`config.mk`:
```
export PLATFORM = sky130hd
export DESIGN_NAME = arb_matrix_ctrl
export DESIGN_NICKNAME = d
export VERILOG_FILES = /design/src/rtl/arb_pkg.sv /design/src/rtl/arb_matrix.sv /design/src/rtl/arb_matrix_ctrl.sv
export SDC_FILE = /design/constraint.sdc
export NUM_CORES = 1
export LEC_CHECK = 0
export BUFFER_PORTS_ARGS = -buffer_cell sky130_fd_sc_hd__buf_2
export CAP_MARGIN = 0
export CORE_MARGIN = 1
export CORE_UTILIZATION = 40
export CTS_CLUSTER_SIZE = 40
export DETAILED_ROUTE_END_ITERATION = 8
export GPL_ROUTABILITY_DRIVEN = 0
export PLACE_DENSITY = 0.67
export SKIP_LAST_GASP = 1
export SLEW_MARGIN = 30
export SYNTH_ARGS = -nofsm -noshare
export SYNTH_HDL_FRONTEND = slang
export SYNTH_HIERARCHICAL = 1
export SYNTH_SLANG_ARGS = --single-unit
```
`constraint.sdc`:
```
create_clock -name clk -period 4.8 [get_ports clk]
set_input_delay 0.96 -clock clk [delete_from_list [all_inputs] [get_ports clk]]
set_output_delay 0.96 -clock clk [all_outputs]
set_load 0.005 [all_outputs]
```
`src/rtl/arb_pkg.sv`:
```
// Shared types and helpers for the LRG matrix arbiter.
// Supports up to ARB_MAX_W requesters.
package arb_pkg;

    localparam int ARB_MAX_W = 32;

    typedef logic [ARB_MAX_W-1:0][ARB_MAX_W-1:0] arb_mat_t;

    typedef enum logic {ARB_IDLE, ARB_LOCK} arb_state_e;

    // Row i has bit j set for every j below i: lower index starts with higher priority.
    function automatic arb_mat_t arb_reset_matrix(input int width);
        arb_mat_t m;
        m = '0;
        for (int i = 0; i < ARB_MAX_W; i++) begin
            for (int j = 0; j < ARB_MAX_W; j++) begin
                if ((i < width) && (j < i)) begin
                    m[i][j] = 1'b1;
                end
            end
        end
        return m;
    endfunction

    // OR of set-bit positions; exact for one-hot input, 0 for all-zero input.
    function automatic int onehot2idx(input logic [ARB_MAX_W-1:0] oh);
        int idx;
        idx = 0;
        for (int i = 0; i < ARB_MAX_W; i++) begin
            if (oh[i]) begin
                idx = idx | i;
            end
        end
        return idx;
    endfunction

endpackage

```
`src/rtl/arb_matrix.sv`:
```
// Combinational matrix select: a requester wins when no active requester
// holds priority over it. Yields one-hot output for a consistent matrix.
module arb_matrix #(
    parameter int WIDTH = 4
) (
    input  logic [WIDTH-1:0]            i_req,
    input  logic [WIDTH-1:0][WIDTH-1:0] i_mat,
    output logic [WIDTH-1:0]            o_grant
);

    for (genvar gi = 0; gi < WIDTH; gi++) begin : g_sel
        assign o_grant[gi] = i_req[gi] & ~|(i_req & i_mat[gi]);
    end

endmodule

```
`src/rtl/arb_matrix_ctrl.sv`:
```
// Least-recently-granted arbiter owning the priority matrix.
// Optional packet lock enabled by defining ARB_MATRIX_CTRL_LOCK_EN:
// a non-last beat locks the grant to its requester until the last beat.
module arb_matrix_ctrl
    import arb_pkg::*;
#(
    parameter int WIDTH = 4,
    parameter int IDX_W = (WIDTH > 1) ? $clog2(WIDTH) : 1
) (
    input  logic             clk,
    input  logic             rst,
    input  logic [WIDTH-1:0] v_req,
    input  logic [WIDTH-1:0] v_last,
    input  logic             out_ready,
    output logic [WIDTH-1:0] v_grant,
    output logic             grant_vld,
    output logic [IDX_W-1:0] grant_idx,
    output logic             lock_busy
);

    localparam arb_mat_t RST_MAT = arb_reset_matrix(WIDTH);

    // r_mat[i][j] = 1: requester j beats requester i. Diagonal stays 0.
    logic [WIDTH-1:0][WIDTH-1:0] r_mat;
    logic [WIDTH-1:0]            w_eff_req;
    logic                        w_xfer;
    logic                        w_release;

    arb_matrix #(.WIDTH(WIDTH)) u_sel (
        .i_req   (w_eff_req),
        .i_mat   (r_mat),
        .o_grant (v_grant)
    );

    assign grant_vld = |v_grant;
    assign grant_idx = IDX_W'(onehot2idx(ARB_MAX_W'(v_grant)));
    assign w_xfer    = grant_vld & out_ready;

    // On a releasing transfer the winner loses to everyone (row set) and
    // nobody loses to it any more (column cleared); other pairs keep order.
    always_ff @(posedge clk or posedge rst) begin
        if (rst) begin
            for (int i = 0; i < WIDTH; i++) begin
                for (int j = 0; j < WIDTH; j++) begin
                    r_mat[i][j] <= RST_MAT[i][j];
                end
            end
        end else if (w_release) begin
            for (int i = 0; i < WIDTH; i++) begin
                for (int j = 0; j < WIDTH; j++) begin
                    if (i != j) begin
                        if (v_grant[i]) begin
                            r_mat[i][j] <= 1'b1;
                        end else if (v_grant[j]) begin
                            r_mat[i][j] <= 1'b0;
                        end
                    end
                end
            end
        end
    end

`ifdef ARB_MATRIX_CTRL_LOCK_EN

    arb_state_e       r_state;
    arb_state_e       w_state_next;
    logic [IDX_W-1:0] r_lock_idx;
    logic [IDX_W-1:0] w_lock_idx_next;
    logic [WIDTH-1:0] w_lock_oh;
    logic             w_last;

    assign w_lock_oh = WIDTH'(1) << r_lock_idx;
    assign w_last    = |(v_grant & v_last);
    // While locked, only the owner may be presented to the select.
    assign w_eff_req = (r_state == ARB_LOCK) ? (v_req & w_lock_oh) : v_req;
    assign lock_busy = (r_state == ARB_LOCK);

    // State and lock owner registers.
    always_ff @(posedge clk or posedge rst) begin
        if (rst) begin
            r_state    <= ARB_IDLE;
            r_lock_idx <= '0;
        end else begin
            r_state    <= w_state_next;
            r_lock_idx <= w_lock_idx_next;
        end
    end

    // Next-state: a non-last beat in IDLE locks; a last beat releases.
    always_comb begin
        w_state_next    = r_state;
        w_lock_idx_next = r_lock_idx;
        w_release       = 1'b0;
        case (r_state)
            ARB_IDLE: begin
                if (w_xfer) begin
                    if (w_last) begin
                        w_release = 1'b1;
                    end else begin
                        w_state_next    = ARB_LOCK;
                        w_lock_idx_next = grant_idx;
                    end
                end
            end
            ARB_LOCK: begin
                if (w_xfer && w_last) begin
                    w_release    = 1'b1;
                    w_state_next = ARB_IDLE;
                end
            end
            default: begin
                w_state_next = ARB_IDLE;
            end
        endcase
    end

`else

    logic w_unused_last;

    assign w_unused_last = ^v_last;
    assign w_eff_req     = v_req;
    assign w_release     = w_xfer;
    assign lock_busy     = 1'b0;

`endif

endmodule

```
== Yosys cells after proc, flatten, opt, wreduce, memory -nomap -nowiden ==
Index checks and enable logic that the tools add are counted.
Widths: inputs -> output; s select.
Operators by class
  reductions and logical operators: 21
  bitwise operators: 9
  muxes and demuxes: 19
Operators by type and width (number)
  $reduce_or 4->1: 5
  $mux 1: 17
  $and 4x4->4: 4
  $reduce_and 2->1: 6
  $reduce_bool 2->1: 6
  $and 1x1->1: 5
  $logic_not 1->1: 4
  $mux 2: 2
Word-level totals
  input bits: 11
  output and inout port bits: 8
  register bits after elaboration: 12
  logic and storage cells: 61

== Logic depth before layout (Yosys ltp) ==
Gate-level depths: netlist (run 1).
  depth in word-level cells: 7
  gate-level depth with buffers: 4
  mapped depth without buffers: 4

== Hierarchy ==
Netlist (run 1), hierarchy kept.
Modules (own cells, without submodules)
  arb_matrix_ctrl: area an instance 475.5 sq um, seq. area each 307.8 sq um, cells each 36, times used 1
  arb_matrix: area an instance 85.1 sq um, seq. area each 0.0 sq um, cells each 12, times used 1

== Least setup slack after synthesis (run 1) ==
Ideal clock, no wire load.
  path type: input to output
  start point: input v_req[0]
  end point: output grant_vld
  stages on the path: 4
  slack: 2014 ps
  arrival time: 1826 ps
  required time: 3840 ps
  path buffers: 0
  path through: a22oi_1 and4b_1 or2_1 or3_1
Between the ends
  word-level cells in the longest chain between the ends: 5
  elaborated cells on any way between the ends: 17
  classes of those cells: bitwise: 8; reduce/logical: 9
RTL lines
  from (decl): RTL line arb_matrix_ctrl.sv:12  | input logic [WIDTH-1:0] v_req,
  $and 4x4->4: RTL line arb_matrix.sv:12  | assign o_grant[gi] = i_req[gi] & ~|(i_req & i_mat[gi]);
  $reduce_or 4->1: RTL line arb_matrix.sv:12
  $logic_not 1->1: RTL line arb_matrix.sv:12
  $and 1x1->1: RTL line arb_matrix.sv:12
  via v_grant[3]: RTL line arb_matrix_ctrl.sv:15  | output logic [WIDTH-1:0] v_grant,
  $reduce_or 4->1: RTL line arb_matrix_ctrl.sv:35  | assign grant_vld = |v_grant;
  to (decl): RTL line arb_matrix_ctrl.sv:16  | output logic grant_vld,
The timed path passes the listed nets, and every way through them passes these cells.

== Final worst setup path (run 1) ==
  start point: input v_req[0]
  end point: output grant_vld
Between the ends
  word-level cells in the longest chain between the ends: 5
  elaborated cells on any way between the ends: 17
  classes of those cells: bitwise: 8; reduce/logical: 9
RTL lines (RTL line)
  $and 4x4->4: arb_matrix.sv:12
  $reduce_or 4->1: arb_matrix.sv:12
  $logic_not 1->1: arb_matrix.sv:12
  $and 1x1->1: arb_matrix.sv:12
  $reduce_or 4->1 *: arb_matrix_ctrl.sv:35
Mark *: on every way between the ends. The rest lies on a longest branch, timed or not.

==> results of run 1 <==
-- cell type report --
type	instances	share of cell area
Clock buffer	4	0.0535
Inverter	1	0.00554
Multi-Input combinational cell	36	0.363
Sequential cell	12	0.454
Tap cell	15	0.0277
Timing Repair Buffer	13	0.0959
-- metal layers --
metal,vias up,routed length (um)
li1,215,-
met1,219,619
met2,19,559
met3,0,91
met4,0,0
met5,-,0
-- final timing paths --
| path | end | slack, ns | depth (start not counted) |
|---|---|---|---|
| setup / recovery | grant_vld | 1.72 | 6 |
| hold / removal | r_mat[2] | 0.50 | 1 |
| setup reg to reg | r_mat[3] | 3.41 | 4 |
| hold reg to reg | r_mat[2] | 0.50 | 1 |
| max in group asynchronous | r_mat[4] | 3.77 | 2 |
| min in group asynchronous | r_mat[1] | 0.68 | 2 |
-- cells in the final DEF, fill, tap and decap left out --
master,Yosys,layout
a22o_1,9,9
a22o_2,3,3
a22oi_1,4,4
and4b_1,4,4
buf_2,1,13
clkbuf_4,0,3
clkbuf_8,0,1
conb_1,1,5
dfrtp_1,6,6
dfstp_2,6,6
inv_1,1,1
nand2_1,8,8
or2_1,1,1
or2_2,1,1
or3_1,1,1
-- cell families after synthesis --
family,Yosys count,share of synthesized area
AO/OA/AOI/OAI,16,0.248
other,1,0.00669
AND/OR/NAND/NOR,15,0.159
buffers and inverters,4,0.0379
flip-flops,12,0.549
-- metrics by stage --
stage	util	std cells	hold WS, ns	setup WS [ns]
2_1_floorplan	-	52	0.463	2.01
3_3_place_gp	0.493	77	0.483	1.74
3_5_place_dp	0.493	77	0.480	1.74
4_1_cts	0.521	81	0.503	1.72
5_1_grt	0.521	81	0.521	1.65
6_report	0.521	81	0.498	1.72
-- power by group through the flow --
stage               Clock [mW]  Combinational, mW  Sequential, mW
floorplan                    0             0.0826           0.193
global placement             0              0.105           0.201
detailed placement           0              0.108           0.202
CTS                     0.0814              0.109           0.201
global route            0.0883              0.124           0.208
finish                  0.0786              0.108           0.200
==> results_dict.tcl, run 1 <==
set metrics [dict create \
    status "complete, no violations" \
    p_int_mw 0.282 \
    p_clk_frac 0.203 \
    place_area_sq_um 642 \
    grt_use_met3 0.0852 \
    r2r-start "r_mat[12]" \
    grt_pass1_wl_um 2130 \
    die_area_sq_um 1560 \
    post-route-drc-count 0 \
    cts.sinks 12 \
    portBuffers 13 \
    synth_top_area_share 0.281 \
    pin_count 19 \
    crit_family "simple AND/OR/NAND/NOR gates" \
    slew_violations 0 \
    syn_to_final_growth_pct 21.0 \
    ys_seq_area_frac 0.549 \
    ys_warn_count 14 \
    cts_setup_buffers 0 \
    cts_resized 0 \
    h-tree-depth 1 \
    start_kind "primary input" \
    clkTransAtPathRegs_ns 0.06 \
    period_needed_ns 3.08 \
    holdBufCountCts 0 \
    synth_area_leaders "dfstp_2 28%, dfrtp_1 27%, a22o_1 14%" \
    cts_root_buf "clkbuf_4" \
    synthArstFlopShare 1.00 \
    wl_um 1270 \
    setup_tns_ns 0 \
    diodes 0 \
    crit_buf_inv 2 \
    synth_edf_count 0 \
    setup_viol 0 \
    largestRegisters "r_mat (12)" \
    first_pass_iters 4 \
    synth.most_common_cell "a22o_1" \
    fill_cells 132 \
    wire_per_inst_um 15.7 \
    critPathSlowestCell "or3_1" \
    crit_top_cell "buf_2" \
    drive_gt1_frac 0.409 \
    maxCapViolCount 0 \
    leakagePower_nw 0.360 \
    period_share 0.641 \
    via_per_inst 5.59 \
    worstPathArrival_ns 2.12 \
    min-delay-start "r_mat[2]" \
    cts_buffers 3 \
    dp_hpwl_um 870 \
    clk_latency_ns 0.27 \
    dr.first_iter.drc_count 8 \
    finalClockSkew_ns 0.0116 \
    use_met1 0.269 \
    grt.total_usage 0.211 \
    fp.dieH_um 39.4 \
    use_met2 0.328 \
    final_cell_area_sq_um 678 \
    clock_path_buffers 2 \
    die_w_um 39.4 \
    cellPowerDensity_nw_per_um2 571 \
    required_ns 3.84 \
    synthTopCellsByCount "9 x a22o_1, 8 x nand2_1, 6 x dfrtp_1, 6 x dfstp_2" \
    syn_area_sq_um 561 \
    setup.worst_path.end_class "output port" \
    seq_area_sq_um 308 \
    total_power_mw 0.387 \
    ys_seq_elements 12 \
    avgSynthCellArea_sq_um 11.7 \
    cts_tree "yes" \
    grt_pass1_vias 471 \
    worst-setup-path-type "in2out" \
    coreArea_sq_um 1300 \
    antenna_found_initial 0 \
    path_max_fanout 7 \
    largest_register_ffs 12 \
    slowest_delay_ns 0.29 \
    synth_top_cell_by_area "dfstp_2" \
    min_path_type "reg2reg" \
    grt_max_degree 17 \
    p_comb_frac 0.279 \
    globalRouteOverflowTotal 0 \
    largest_register "r_mat" \
    rows 13 \
    top_usage_layer "met2" \
    yosys.cell_types.count 15 \
    initial_core_util 0.431 \
    crit_start "v_req[0]" \
    seq_power_share 0.518 \
    max-vdd-ir-drop_uv 257 \
    finalHoldViolations 0 \
    rsz0062_at_grt "no" \
    path_cells "buf_2, a22oi_1, and4b_1, or2_1, or3_1, buf_2" \
    yosys_most_used_dff "dfstp_2" \
    vias 453 \
    multi_input_area_sq_um 246 \
    fmax_ghz 0.325 \
    p_sw_mw 0.105 \
    final_antenna_net_count 0 \
    switching_share 0.271 \
    nets 78 \
    synthCells 48 \
]
No activity file was read; power rests on OpenSTA's default activity.
==> run 2, diff against run 1 <==
--- a/config.mk
+++ b/config.mk
@@ -12,7 +12,7 @@
 export CTS_CLUSTER_SIZE = 40
 export DETAILED_ROUTE_END_ITERATION = 8
 export GPL_ROUTABILITY_DRIVEN = 0
-export PLACE_DENSITY = 0.67
+export PLACE_DENSITY = 0.69
 export SKIP_LAST_GASP = 1
 export SLEW_MARGIN = 30
 export SYNTH_ARGS = -nofsm -noshare
==> constraint.sdc (replaced) <==
create_clock -name clk -period 2.7 [get_ports clk]
set_input_delay 0.54 -clock clk [delete_from_list [all_inputs] [get_ports clk]]
set_output_delay 0.54 -clock clk [all_outputs]
set_load 0.005 [all_outputs]
==> results_dict.tcl, run 2 (synthesis gave the netlist of run 1 again) <==
set metrics [dict create \
    min_path_type "in2async" \
    finalHoldViolations 0 \
    cts_resized 0 \
    vias 442 \
    setup.worst_path.end_class "output port" \
    portBuffers 13 \
    final_cell_area_sq_um 678 \
    dr.first_iter.drc_count 12 \
    grt.total_usage 0.198 \
    p_sw_mw 0.200 \
    p_int_mw 0.502 \
    start_kind "register" \
    slowest_delay_ns 0.54 \
    largest_register "r_mat" \
    r2r-start "r_mat[4]" \
    antenna_found_initial 0 \
    via_per_inst 5.46 \
    setup_slack_ns 0.338 \
    setup_tns_ns 0 \
    cts_tree "yes" \
    crit_family "simple AND/OR/NAND/NOR gates" \
    final_antenna_net_count 0 \
    fp.dieH_um 39.4 \
    worst-setup-path-type "reg2out" \
    p_clk_frac 0.207 \
    drive_gt1_frac 0.409 \
    required_ns 2.16 \
    clock_path_buffers 2 \
    period_share 0.875 \
    die_area_sq_um 1560 \
    largest_register_ffs 12 \
    multi_input_area_sq_um 246 \
    place_ws_ns 0.484 \
    max-vdd-ir-drop_uv 508 \
    die_w_um 39.4 \
    path_max_fanout 7 \
    crit_buf_inv 1 \
    rows 13 \
    period_needed_ns 2.36 \
    total_power_mw 0.702 \
    place_area_sq_um 642 \
    syn_to_final_growth_pct 21.0 \
    holdBufCountCts 0 \
    status "complete, no violations" \
    grt_pass1_vias 392 \
    setup_viol 0 \
    rsz0062_at_grt "no" \
    grt_pass1_wl_um 1900 \
    coreArea_sq_um 1300 \
    wl_um 1260 \
    fill_cells 120 \
    whs_ns 0.250 \
    final_cell_mix "13 x buf_2, 9 x a22o_1, 8 x nand2_1, 6 x dfrtp_1, 6 x dfstp_2" \
    finalClockSkew_ns 0.00336 \
    nets 78 \
    pin_count 19 \
    final_common_cell "buf_2" \
    cellPowerDensity_nw_per_um2 1040 \
    first_pass_iters 4 \
    maxCapViolCount 0 \
    globalRouteOverflowTotal 0 \
    cts_root_buf "clkbuf_4" \
    p_comb_frac 0.276 \
    fmax_ghz 0.423 \
    leakagePower_nw 0.360 \
    post-route-drc-count 0 \
    largestRegisters "r_mat (12)" \
    diodes 0 \
    crit_start "r_mat[12]" \
    cts_buffers 3 \
    cts.sinks 12 \
    h-tree-depth 1 \
    seq_area_sq_um 308 \
    dp_hpwl_um 885 \
    cts_setup_buffers 0 \
    clkTransAtPathRegs_ns 0.08 \
    clk_latency_ns 0.28 \
    slew_violations 0 \
    seq_power_share 0.518 \
    worstRegToRegCells 4 \
    critPathSlowestCell "dfstp_2" \
    worst-path-stages 5 \
    wire_per_inst_um 15.5 \
    path_cells "a22oi_1, and4b_1, or2_1, or3_1, buf_2" \
    switching_share 0.285 \
    initial_core_util 0.431 \
    worstPathArrival_ns 1.82 \
    grt_max_degree 17 \
]
==> run 2: cell counts in the layout (fill, tap and decap cells not counted) <==
No cell type changed its count.
==> run 2: worst reg2reg max path: stages, from the launching register on <==
cell and delay (ns):
dfstp_2 0.38, a22oi_1 0.18, and4b_1 0.37, nand2_1 0.13, a22o_1 0.21
==> run 2: area by class of cell <==
type	instances	share of cell area
Clock buffer	4	0.0535
Timing Repair Buffer	13	0.0959
Tap cell	15	0.0277
Multi-Input combinational cell	36	0.363
Sequential cell	12	0.454
Inverter	1	0.00554
==> run 2: per-stage QoR <==
stage | cells | util
2_1_floorplan | 52 | -
3_3_place_gp | 77 | 0.493
3_5_place_dp | 77 | 0.493
4_1_cts | 81 | 0.521
5_1_grt | 81 | 0.521
6_report | 81 | 0.521
==> run 2: final timing paths <==
check | slack (ns) | end
max reg2reg | 1.32 | r_mat[1]
max in group asynchronous | 2.11 | r_mat[12]
max | 0.34 | grant_vld
min reg2reg | 0.51 | r_mat[2]
min | 0.25 | r_mat[1]
min in group clk | 0.51 | r_mat[2]
==> run 2: power by group through the flow <==
stage | registers [mW] | logic, mW | clock network, mW
floorplan | 0.343 | 0.147 | 0
global placement | 0.363 | 0.188 | 0
detailed placement | 0.364 | 0.192 | 0
CTS | 0.362 | 0.194 | 0.149
global route | 0.370 | 0.214 | 0.161
finish | 0.363 | 0.194 | 0.145
==> run 2: layer usage <==
layer  wire (um)  part of all wire  vias to the layer above  GRT usage
met1         639              0.51                      213      0.258
met4          10            0.0080                        0      0.129
met5           0                 0                        -          0
met3          72             0.057                        2     0.0909
met2         533              0.42                       15      0.254
li1            -                 -                      212          -
